$ cat config.mk
export PLATFORM = sky130hd
export DESIGN_NAME = seq_divider
export DESIGN_NICKNAME = d
export VERILOG_FILES = /design/src/rtl/div_pkg.sv /design/src/rtl/div_step.sv /design/src/rtl/seq_divider.sv
export SDC_FILE = /design/constraint.sdc
export NUM_CORES = 1
export LEC_CHECK = 0
export ABC_AREA = 1
export BUFFER_PORTS_ARGS = -buffer_cell sky130_fd_sc_hd__buf_2
export CAP_MARGIN = 10
export CORE_ASPECT_RATIO = 0.8
export CORE_MARGIN = 2
export CORE_UTILIZATION = 35
export DETAILED_ROUTE_END_ITERATION = 12
export GPL_TIMING_DRIVEN = 1
export SYNTH_ARGS = -nofsm -noshare
export SYNTH_HDL_FRONTEND = slang
export SYNTH_HIERARCHICAL = 1
export SYNTH_SLANG_ARGS = --single-unit
$ cat constraint.sdc
create_clock -name CLK -period 2.4 [get_ports CLK]
set_input_delay 0.6 -clock CLK [delete_from_list [all_inputs] [get_ports CLK]]
set_output_delay 0.6 -clock CLK [all_outputs]
set_load 0.005 [all_outputs]
$ cat src/rtl/div_pkg.sv
// Shared definitions for the sequential restoring divider: FSM state encoding
// and the default operand width.
package div_pkg;

    localparam int unsigned DIV_WIDTH = 32;

    typedef enum logic [1:0] {
        S_IDLE = 2'd0,
        S_BUSY = 2'd1,
        S_DONE = 2'd2
    } state_t;

endpackage

$ cat src/rtl/div_step.sv
// One restoring shift-subtract iteration: trial-subtract the divisor from the
// shifted partial remainder and keep the difference when it does not borrow.
module div_step
    import div_pkg::*;
#(
    parameter int unsigned WIDTH = DIV_WIDTH
) (
    input  logic [WIDTH:0]   partial,
    input  logic [WIDTH-1:0] divisor,
    output logic [WIDTH-1:0] next_rem,
    output logic             q_bit
);

    logic [WIDTH:0] diff;

    // partial < 2*divisor, so the top bit of diff is exactly the borrow
    always_comb begin
        diff     = partial - {1'b0, divisor};
        q_bit    = ~diff[WIDTH];
        next_rem = q_bit ? diff[WIDTH-1:0] : partial[WIDTH-1:0];
    end

endmodule

$ cat src/rtl/seq_divider.sv
// Sequential restoring divider, one quotient bit per cycle, MSB first.
// Define SEQ_DIVIDER_SIGNED_EN to honour SIGNED as two's-complement division.
module seq_divider
    import div_pkg::*;
#(
    parameter int unsigned WIDTH = DIV_WIDTH
) (
    input  logic             CLK,
    input  logic             RESET,
    input  logic             START,
    input  logic             SIGNED,
    input  logic [WIDTH-1:0] DIVIDEND,
    input  logic [WIDTH-1:0] DIVISOR,
    output logic             BUSY,
    output logic             DONE,
    output logic [WIDTH-1:0] QUOTIENT,
    output logic [WIDTH-1:0] REMAINDER,
    output logic             DIV_ZERO
);

    localparam int unsigned CW = $clog2(WIDTH);

    state_t           state, state_next;
    logic [WIDTH-1:0] rem, quo, dvs;
    logic [WIDTH-1:0] mag_a, mag_b, q_next, step_rem;
    logic [CW-1:0]    cnt;
    logic             zero, neg_q, neg_r, sgn, last, q_bit;

`ifdef SEQ_DIVIDER_SIGNED_EN
    assign sgn = SIGNED;
`else
    logic unused_signed;
    assign unused_signed = SIGNED;
    assign sgn           = 1'b0;
`endif

    assign mag_a  = (sgn && DIVIDEND[WIDTH-1]) ? -DIVIDEND : DIVIDEND;
    assign mag_b  = (sgn && DIVISOR[WIDTH-1])  ? -DIVISOR  : DIVISOR;
    assign last   = (cnt == CW'(WIDTH - 1));
    assign q_next = {quo[WIDTH-2:0], q_bit};

    div_step #(.WIDTH(WIDTH)) u_step (
        .partial  ({rem, quo[WIDTH-1]}),
        .divisor  (dvs),
        .next_rem (step_rem),
        .q_bit    (q_bit)
    );

    always_ff @(posedge CLK or negedge RESET) begin
        if (!RESET) state <= S_IDLE;
        else        state <= state_next;
    end

    always_comb begin
        state_next = state;
        BUSY       = 1'b0;
        DONE       = 1'b0;
        case (state)
            S_IDLE: if (START) state_next = S_BUSY;
            S_BUSY: begin
                BUSY = 1'b1;
                if (zero || last) state_next = S_DONE;
            end
            S_DONE: begin
                BUSY       = 1'b1;
                DONE       = 1'b1;
                state_next = S_IDLE;
            end
            default: state_next = S_IDLE;
        endcase
    end

    always_ff @(posedge CLK or negedge RESET) begin
        if (!RESET) begin
            rem       <= '0;
            quo       <= '0;
            dvs       <= '0;
            cnt       <= '0;
            zero      <= 1'b0;
            neg_q     <= 1'b0;
            neg_r     <= 1'b0;
            QUOTIENT  <= '0;
            REMAINDER <= '0;
            DIV_ZERO  <= 1'b0;
        end else begin
            case (state)
                S_IDLE: if (START) begin
                    // on a zero divisor quo carries the raw dividend to the result
                    zero  <= (DIVISOR == '0);
                    quo   <= (DIVISOR == '0) ? DIVIDEND : mag_a;
                    dvs   <= mag_b;
                    rem   <= '0;
                    cnt   <= '0;
                    neg_q <= sgn & (DIVIDEND[WIDTH-1] ^ DIVISOR[WIDTH-1]);
                    neg_r <= sgn & DIVIDEND[WIDTH-1];
                end
                S_BUSY: begin
                    if (zero) begin
                        QUOTIENT  <= '1;
                        REMAINDER <= quo;
                        DIV_ZERO  <= 1'b1;
                    end else begin
                        rem <= step_rem;
                        quo <= q_next;
                        cnt <= cnt + 1'b1;
                        if (last) begin
                            QUOTIENT  <= neg_q ? -q_next : q_next;
                            REMAINDER <= neg_r ? -step_rem : step_rem;
                            DIV_ZERO  <= 1'b0;
                        end
                    end
                end
                default: ;
            endcase
        end
    end

endmodule

======== After elaboration in Yosys (flattened, before gate mapping) ========
Cells that the tools add are included.
cells by class
  add/sub/neg operators ................... 2
  equality and inequality tests ........... 6
  muxes and demuxes ....................... 21
  bitwise gates (word level) .............. 1
  reductions and logical operators ........ 10
operators by type and width
  cell                                           count
  two-way mux 32 bit                             9
  one-hot mux 32 bit (2 select lines)            2
  subtractor 33 x 32 -> 33 bit                   1
  zero test 32 bit                               1
  two-way mux 5 bit                              2
  one-hot mux 5 bit (2 select lines)             1
  inequality test 2 bit, second input constant   3
  AND reduction 2 bit                            3
  adder 5 x 1 -> 5 bit, second input constant    1
  == test 5 bit, second input constant           1
  two-way mux 1 bit                              4
  two-way mux 2 bit                              2
  one-hot mux 2 bit (2 select lines)             1
  nonzero test 2 bit                             2
  AND reduction 3 bit                            1
  == test 2 x 1 -> 1 bit, second input constant  1
  == test 2 bit, second input constant           1
  zero test 2 bit                                1
  OR reduction 2 bit                             1
  logical OR 1 bit                               1
  NOT 1 bit                                      1
word-level totals
  flip-flop bits (word level) ............. 169
  bits of input ports ..................... 68
  output and inout bits ................... 67
  logic and storage cells ................. 49

======== Logic depth before layout (Yosys ltp) ========
Gate-level depths: netlist of run 1.
  depth after elaboration ................. 4
  depth in mapped cells ................... 19
  depth with buffers taken out ............ 18

======== By module ========
Netlist of run 1, hierarchy kept.
modules (own cells, without submodules)
  module       times used  cells an instance  area an instance (µm²)  sequential area each (µm²)
  seq_divider  1           830                7163.1                  4229.1
  div_step     1           680                3150.5                  0.0

======== Worst setup path after synthesis of run 1 ========
Ideal clock, no wire load.
  kind .................................... register -> register
  start ................................... register quo[31]
  end ..................................... register REMAINDER[4]
  library setup time ...................... 0.082 ns
  data arrival time ....................... 2.208 ns
  required time ........................... 2.318 ns
  slack ................................... 0.111 ns
  cell stages (with the launch flop) ...... 20
  buffers on the path ..................... 1
  clock period less this slack ............ 2.289 ns
  path through ............................ dfrtp_1 -> inv_1 -> ha_1 -> fa_1 -> inv_1 -> nand2_1 -> nand2_1 -> nand3_1 -> nand2_2 -> nand2_1 -> nand2_2 -> nand2_2 -> nand2_2 -> nand2_2 -> nand2_4 -> buf_6 -> nand2_1 -> nand2_1 -> nand2_1 -> a31oi_1
on the way
  longest elaborated chain between the ends .. 4
ends and longest elaborated chain
  item                          line                text
  start: declaration            seq_divider.sv:24   logic [WIDTH-1:0] rem, quo, dvs;
  start signal: assignment      seq_divider.sv:90   quo <= (DIVISOR == '0) ? DIVIDEND : mag_a;
  start signal: assignment      seq_divider.sv:104  quo <= q_next;
  subtractor 33 x 32 -> 33 bit  div_step.sv:18      diff = partial - {1'b0, divisor};
  two-way mux 32 bit            div_step.sv:20      next_rem = q_bit ? diff[WIDTH-1:0] : partial[WIDTH-1:0];
  via step_rem[4]               seq_divider.sv:25   logic [WIDTH-1:0] mag_a, mag_b, q_next, step_rem;
  two-way mux 32 bit            seq_divider.sv:106  if (last) begin
  two-way mux 32 bit            seq_divider.sv:98   if (zero) begin
  end signal: assignment        seq_divider.sv:100  REMAINDER <= quo;
  end signal: assignment        seq_divider.sv:108  REMAINDER <= neg_r ? -step_rem : step_rem;
  end: declaration              seq_divider.sv:17   output logic [WIDTH-1:0] REMAINDER,
The timed path passes the listed nets, and every way through them passes these cells. The select of a mux whose other input is x is not followed.
A chain may end at the register's enable or synchronous reset.

======== Final worst setup path of run 1 ========
  start ................................... register dvs[0]
  end ..................................... register REMAINDER[16]
on the way
  longest elaborated chain between the ends .. 4
ends and longest elaborated chain
  item                          line                text
  start: declaration            seq_divider.sv:24
  start signal: assignment      seq_divider.sv:91   dvs <= mag_b;
  subtractor 33 x 32 -> 33 bit  div_step.sv:18
  two-way mux 32 bit            div_step.sv:20
  via step_rem[16]              seq_divider.sv:25
  two-way mux 32 bit            seq_divider.sv:106
  two-way mux 32 bit            seq_divider.sv:98
The timed path passes the listed nets, and every way through them passes these cells. The select of a mux whose other input is x is not followed.

==> impl_metrics.py, run 1 <==
metrics = {
    "grt": {
        "track_usage": 0.2163,
        "grt_pass1_wl_um": 51520,
        "grt_pass1_vias": 9399,
        "grt_max_degree": 63,
        "grt-busiest-layer": "met2",
        "use_met1": 0.3167,
        "use_met3": 0.03707,
        "grt_overflow": 0,
        "globalRouteMet2Util": 0.3354,
        "antenna_found_initial": 0,
    },
    "critical_path": {
        "worstSetupStartpointType": "flip-flop",
        "reg2reg_to": "REMAINDER[16]",
        "end_kind": "flip-flop",
        "critPathKind": "reg2reg",
        "r2r_cells": 18,
        "worstPathArrival_ns": 2.92,
        "reg2reg_slack_ns": -0.15,
        "reg2reg_from": "dvs[0]",
        "worstPathRequired_ns": 2.76,
        "cp_max_fo": 8,
    },
    "cts": {
        "worst_skew_pair.late_latency_ns": 0.44,
        "cts_buffers": 17,
        "cts.clk_slew.worst_paths_ns": 0.07,
        "clockBufferDepth": 2,
        "root_buffer": "clkbuf_16",
        "cts_tree": "built",
        "clock-sinks": 169,
        "htree_levels": 4,
        "cts_hold_buf": 0,
    },
    "logic_synthesis": {
        "synthesis.area_um2": 10310,
        "yosysWarnings": 6,
        "ys_seq_area_frac": 0.4100,
        "ys_top_cells_by_area": "dfrtp_1 41%, nand2_1 24%, inv_1 7.2%",
        "yosys.area.top_type": "dfrtp_1",
        "syn_nets": 1617,
        "ys_seq_elements": 169,
        "synthDistinctLibCells": 36,
        "synth_top_area_frac": 0.4100,
        "syn-mean-instance-area_um2": 6.830,
        "syn_inst": 1510,
    },
    "outcome": {
        "status": "finished with violations",
        "violations": "negative setup slack",
    },
    "sta": {
        "tightest_slew_ns": 0.8066,
        "fin_crit_sh": 1.063,
        "hold_viol_final": 0,
        "clock_skew_ns": 0.009096,
        "timing.fmax_ghz": 0.3919,
        "slew_violations": 0,
        "rsz0062_at_grt": "true",
        "tns_ns": -4.469,
        "finalSetupViolations": 66,
        "slew_headroom": 0.4615,
        "setup_slack_ns": -0.1516,
        "finalCriticalPeriod_ns": 2.552,
    },
    "cells_and_area": {
        "nNetsFinal": 1833,
        "n_antenna_cell": 0,
        "fillCellCount": 2982,
        "design_area_um2": 13220,
        "layout_common_cells": "615 x nand2_1, 193 x inv_1, 169 x dfrtp_1",
        "area_growth_pct": 28.22,
        "final_common_cell": "nand2_1",
        "layout-drive-gt1-share": 0.2179,
    },
    "floorplan": {
        "chipHeight_um": 157.5,
        "start_util": 0.3538,
        "die_width_um": 195.9,
        "dieArea_um2": 30870,
        "core-area_um2": 29150,
        "rows": 56,
        "num_io_pins": 135,
    },
    "route": {
        "drtPass1Iterations": 6,
        "ant_nets": 0,
        "drtIter0Drc": 727,
        "vias_per_cell": 4.787,
        "route.detailed.drc": 0,
        "wirelength_um": 32460,
        "wl_per_cell_um": 15.34,
        "route.vias.total": 10130,
    },
    "power_and_ir_drop": {
        "power.density_nw_per_um2": 1690,
        "leakage_nw": 7.313,
        "vdd.ir_drop.worst_mv": 0.8842,
    },
    "place": {
        "place_area_um2": 11980,
        "place_hpwl_um": 24070,
        "place_congestion": 0.8964,
        "port_buffers": 133,
    },
    "worst_hold_path": {
        "hp-class": "in2async",
    },
    "run": {
        "max_cap_violations": 0,
    },
}
[synthesized netlist by cell type (all sizes together)]
master and n:
a21oi 27, a31oi 32, and2 4, and3 1
buf 34, clkbuf 22, clkinv 1, dfrtp 169
fa 1, ha 38, inv 203, mux2i 1
nand2 665, nand3 40, nand3b 2, nand4 9
nor2 93, nor3 6, o211ai 14, o21a 1
o21ai 120, o21bai 8, o22ai 1, or2 3
xnor2 1, xor2 14
[worst max-delay path, stage by stage, from the launching register on]
cell and delay, ns:
dfrtp_1 0.44, ha_4 0.19, fa_2 0.35, inv_2 0.08
nand2_2 0.05, nand2_2 0.07, nand3_2 0.07, nand2_2 0.09
nand2_2 0.07, nand2_4 0.09, nand2_4 0.06, nand2_4 0.09
buf_6 0.12, nand2_8 0.12, nand2_8 0.18, nand2_1 0.07
nand2_1 0.09, nand2_2 0.08, a31oi_1 0.18
[flip-flops by register name (all words and copies together), names as in the netlist]
register and flops:
state 2, REMAINDER 32, dvs 32, DIV_ZERO 1, zero 1, rem 32, QUOTIENT 32, quo 32
cnt 5
[power by group]
group | leakage, nW | switching, W | internal, W
clock network | 0.316 | 0.00129 | 0.00180
logic | 4.87 | 0.00847 | 0.00567
registers | 2.13 | 0.000949 | 0.00417
[timing repair]
item                                    CTS  global route
pin swaps                                34            35
gates cloned                              5             0
endpoints found under the setup margin   66            66
gates resized for setup                  51            70
setup buffers                             6             7
[cells by family (layout without fill, tap and decap cells)]
kind of cell               after synthesis  in the layout  share of synthesized area
AOI/OAI and AO/OA                      203            203                     0.1088
xor gates and xnor gates                15             15                    0.01274
adders and majority gates               39             39                    0.04804
buffers and inverters                  260            485                     0.1038
DFF                                    169            169                     0.4100
muxes                                    1              1                  0.0009706
and+or+nand+nor                        823            827                     0.3155
[stage by stage]
stage                     std cells  worst slack, ns  hold WS (ns)    util  total power, W
final                          2116          -0.1516       0.08276  0.4537         0.02235
after CTS                      2109         -0.06862       0.09531  0.4425         0.02151
after global placement         2066          -0.2119        0.4511  0.4110         0.01704
after floorplan                1510           0.1106        0.3044       -         0.01250
after global routing           2116          -0.2867       0.09782  0.4537         0.02438
after detailed placement       2066          -0.2494        0.4577  0.4110         0.01718
[how the worst max path moves through the flow]
stage               slack (ns)       endpoint  depth (start not counted)     from
finish                   -0.15  REMAINDER[16]                         18   dvs[0]
global route             -0.29  REMAINDER[16]                         18   dvs[0]
CTS                      -0.07  REMAINDER[28]                         18   dvs[0]
detailed placement       -0.25   REMAINDER[8]                         17   dvs[0]
global placement         -0.21   REMAINDER[9]                         17   dvs[0]
floorplan                 0.11   REMAINDER[4]                         19  quo[31]
[routing by layer]
layer	vias up	part of all wire
met4	0	0.0085
met2	266	0.44
met3	19	0.062
met1	4700	0.49
met5	-	0
li1	5145	-
[area by class of cell]
| type | instances | area (um2) | share of cell area |
|---|---|---|---|
| Multi-Input combinational cell | 1085 | 5458 | 0.4127 |
| Sequential cell | 169 | 4229 | 0.3198 |
| Timing Repair Buffer | 249 | 1649 | 0.1247 |
| Inverter | 204 | 765.7 | 0.05791 |
| Tap cell | 377 | 471.7 | 0.03567 |
| Clock buffer | 18 | 439.2 | 0.03321 |
| Clock inverter | 14 | 211.5 | 0.01599 |
Power figures use the tool's default switching activity.
==> run 2, diff against run 1 <==
==> constraint.sdc (replaced) <==
create_clock -name CLK -period 2.9 [get_ports CLK]
set_input_delay 0.725 -clock CLK [delete_from_list [all_inputs] [get_ports CLK]]
set_output_delay 0.725 -clock CLK [all_outputs]
set_load 0.005 [all_outputs]
==> run 2 against run 1 <==
Net effect: the flow now finishes without violations; global-route usage fell by 1.3 points; clock power down 23%; wire length down 1.0%; first-iteration DRC count increased by 8.4%; flip-flop and latch count unchanged; sequential share of layout area rose by 2.8 points; setup slack better by 0.34 ns; maximum frequency fell by 5.8%; combinational power is 32% lower; total power down 27%; non-clock buffer count fell by 98; highest routed layer is now met5.
==> impl_metrics.py, run 2 (same netlist as run 1, synthesis figures left out) <==
metrics = {
    "grt": {
        "antenna_found_initial": 1,
        "grt_overflow": 0,
        "grt_pass1_vias": 9013,
        "track_usage": 0.2034,
        "grt_pass1_wl_um": 48730,
        "grt_max_degree": 63,
    },
    "floorplan": {
        "die_width_um": 195.9,
        "chipHeight_um": 157.5,
        "rows": 56,
        "num_io_pins": 135,
        "dieArea_um2": 30870,
        "core-area_um2": 29150,
        "start_util": 0.3538,
    },
    "cts": {
        "clock-sinks": 169,
        "htree_levels": 4,
        "root_buffer": "clkbuf_16",
        "worst_skew_pair.late_latency_ns": 0.44,
        "cts.clk_slew.worst_paths_ns": 0.07,
        "cts_hold_buf": 0,
        "cts_buffers": 17,
        "clockBufferDepth": 2,
        "cts_tree": "built",
    },
    "sta": {
        "fin_hold_ws_ns": 0.1500,
        "finalCriticalPeriod_ns": 2.708,
        "hold_viol_final": 0,
        "rsz0062_at_grt": "false",
        "tns_ns": 0,
        "timing.fmax_ghz": 0.3693,
        "clock_skew_ns": 0.01318,
        "slew_violations": 0,
        "fin_crit_sh": 0.9337,
        "finalSetupViolations": 0,
        "tightest_slew_ns": 0.7662,
        "slew_headroom": 0.4884,
    },
    "critical_path": {
        "reg2reg_slack_ns": 0.19,
        "cp_max_fo": 8,
        "reg2reg_from": "dvs[18]",
        "worstPathRequired_ns": 3.26,
        "reg2reg_to": "rem[15]",
        "critPathKind": "reg2reg",
        "worstSetupStartpointType": "flip-flop",
        "end_kind": "flip-flop",
        "r2r_cells": 15,
        "worstPathArrival_ns": 3.07,
        "crit_start": "dvs[18]",
    },
    "power_and_ir_drop": {
        "leakage_nw": 6.727,
        "finalPower_w": 0.01622,
        "vdd.ir_drop.worst_mv": 0.6042,
        "power.density_nw_per_um2": 1333,
    },
    "cells_and_area": {
        "fin_util": 0.4175,
        "multi_input_area_um2": 5253,
        "final_common_cell": "nand2_1",
        "area_growth_pct": 18.00,
        "layout-drive-gt1-share": 0.1314,
        "n_antenna_cell": 0,
        "nNetsFinal": 1738,
        "fillCellCount": 3121,
        "layout_common_cells": "654 x nand2_1, 197 x inv_1, 169 x dfrtp_1",
        "design_area_um2": 12170,
        "seq_area_um2": 4229,
    },
    "worst_hold_path": {
        "hp-class": "in2async",
    },
    "place": {
        "place_hpwl_um": 23250,
        "place_area_um2": 11310,
        "place_congestion": 0.9216,
        "port_buffers": 133,
    },
    "route": {
        "drtPass1Iterations": 6,
        "route.vias.total": 9862,
        "ant_nets": 0,
        "route.detailed.drc": 0,
        "wl_per_cell_um": 15.90,
        "wirelength_um": 32130,
        "drtIter0Drc": 788,
        "vias_per_cell": 4.880,
    },
    "outcome": {
        "status": "complete, no violations",
    },
    "run": {
        "max_cap_violations": 0,
    },
}
[run 2: cell count changes in the layout (fill, tap and decap cells not counted), sizes merged]
cell	before	now
buf	249	151
nand2	669	672
bufinv	4	2
clkbuf	18	19
clkinv	5	6
clkinvlp	1	2
inv	208	207
[run 2: area by class of cell]
| cell class | count | area share |
|---|---|---|
| clock buffer | 19 | 0.03722 |
| clock inverter | 13 | 0.01162 |
| inverter | 204 | 0.06292 |
| multi-input combinational | 1088 | 0.4316 |
| sequential | 169 | 0.3475 |
| tap | 377 | 0.03876 |
| timing repair buffer | 151 | 0.07042 |
[run 2: critical path, stage by stage, from the launching register on]
cell     delay [ns]
dfrtp_1        0.38
inv_1          0.14
ha_1           0.32
nand2_1        0.17
inv_1          0.05
nand2_1        0.07
nand2_1        0.07
nand2_1        0.07
nand2_1        0.11
a21oi_4        0.31
nand3_4        0.29
nand2_8        0.23
nand2_1        0.07
nand2_1        0.06
nand2_1        0.07
o21ai_0        0.21
[run 2: timing repair]
item,4_1_cts,5_1_grt
setup buffers,0,2
endpoints found under the setup margin,0,65
gates resized for setup,0,22
[run 2: stage by stage]
stage,worst slack (ns),cells
floorplan,0.6106,1510
global placement,0.2231,1980
detailed placement,0.1578,1980
CTS,0.1358,2012
global route,0.03830,2021
finish,0.1922,2021
[run 2: power breakdown]
part | internal, W | total [W] | leakage (nW) | switching (W)
registers | 0.00345 | 0.00421 | 2.13 | 0.000768
logic | 0.00320 | 0.00963 | 4.30 | 0.00643
clock network | 0.00132 | 0.00238 | 0.292 | 0.00105
[run 2: how the worst max path moves through the flow]
stage	endpoint	slack, ns
floorplan	REMAINDER[4]	0.61
CTS	rem[15]	0.14
finish	rem[15]	0.19
global placement	REMAINDER[8]	0.22
detailed placement	rem[27]	0.16
global route	rem[23]	0.04
[run 2: routing by layer]
layer	vias to the layer above	wire length [um]	track usage
met2	283	14010	0.3203
met5	-	13	0
met3	40	1818	0.02978
met4	2	320	0.03968
li1	4946	-	-
met1	4591	15960	0.2975
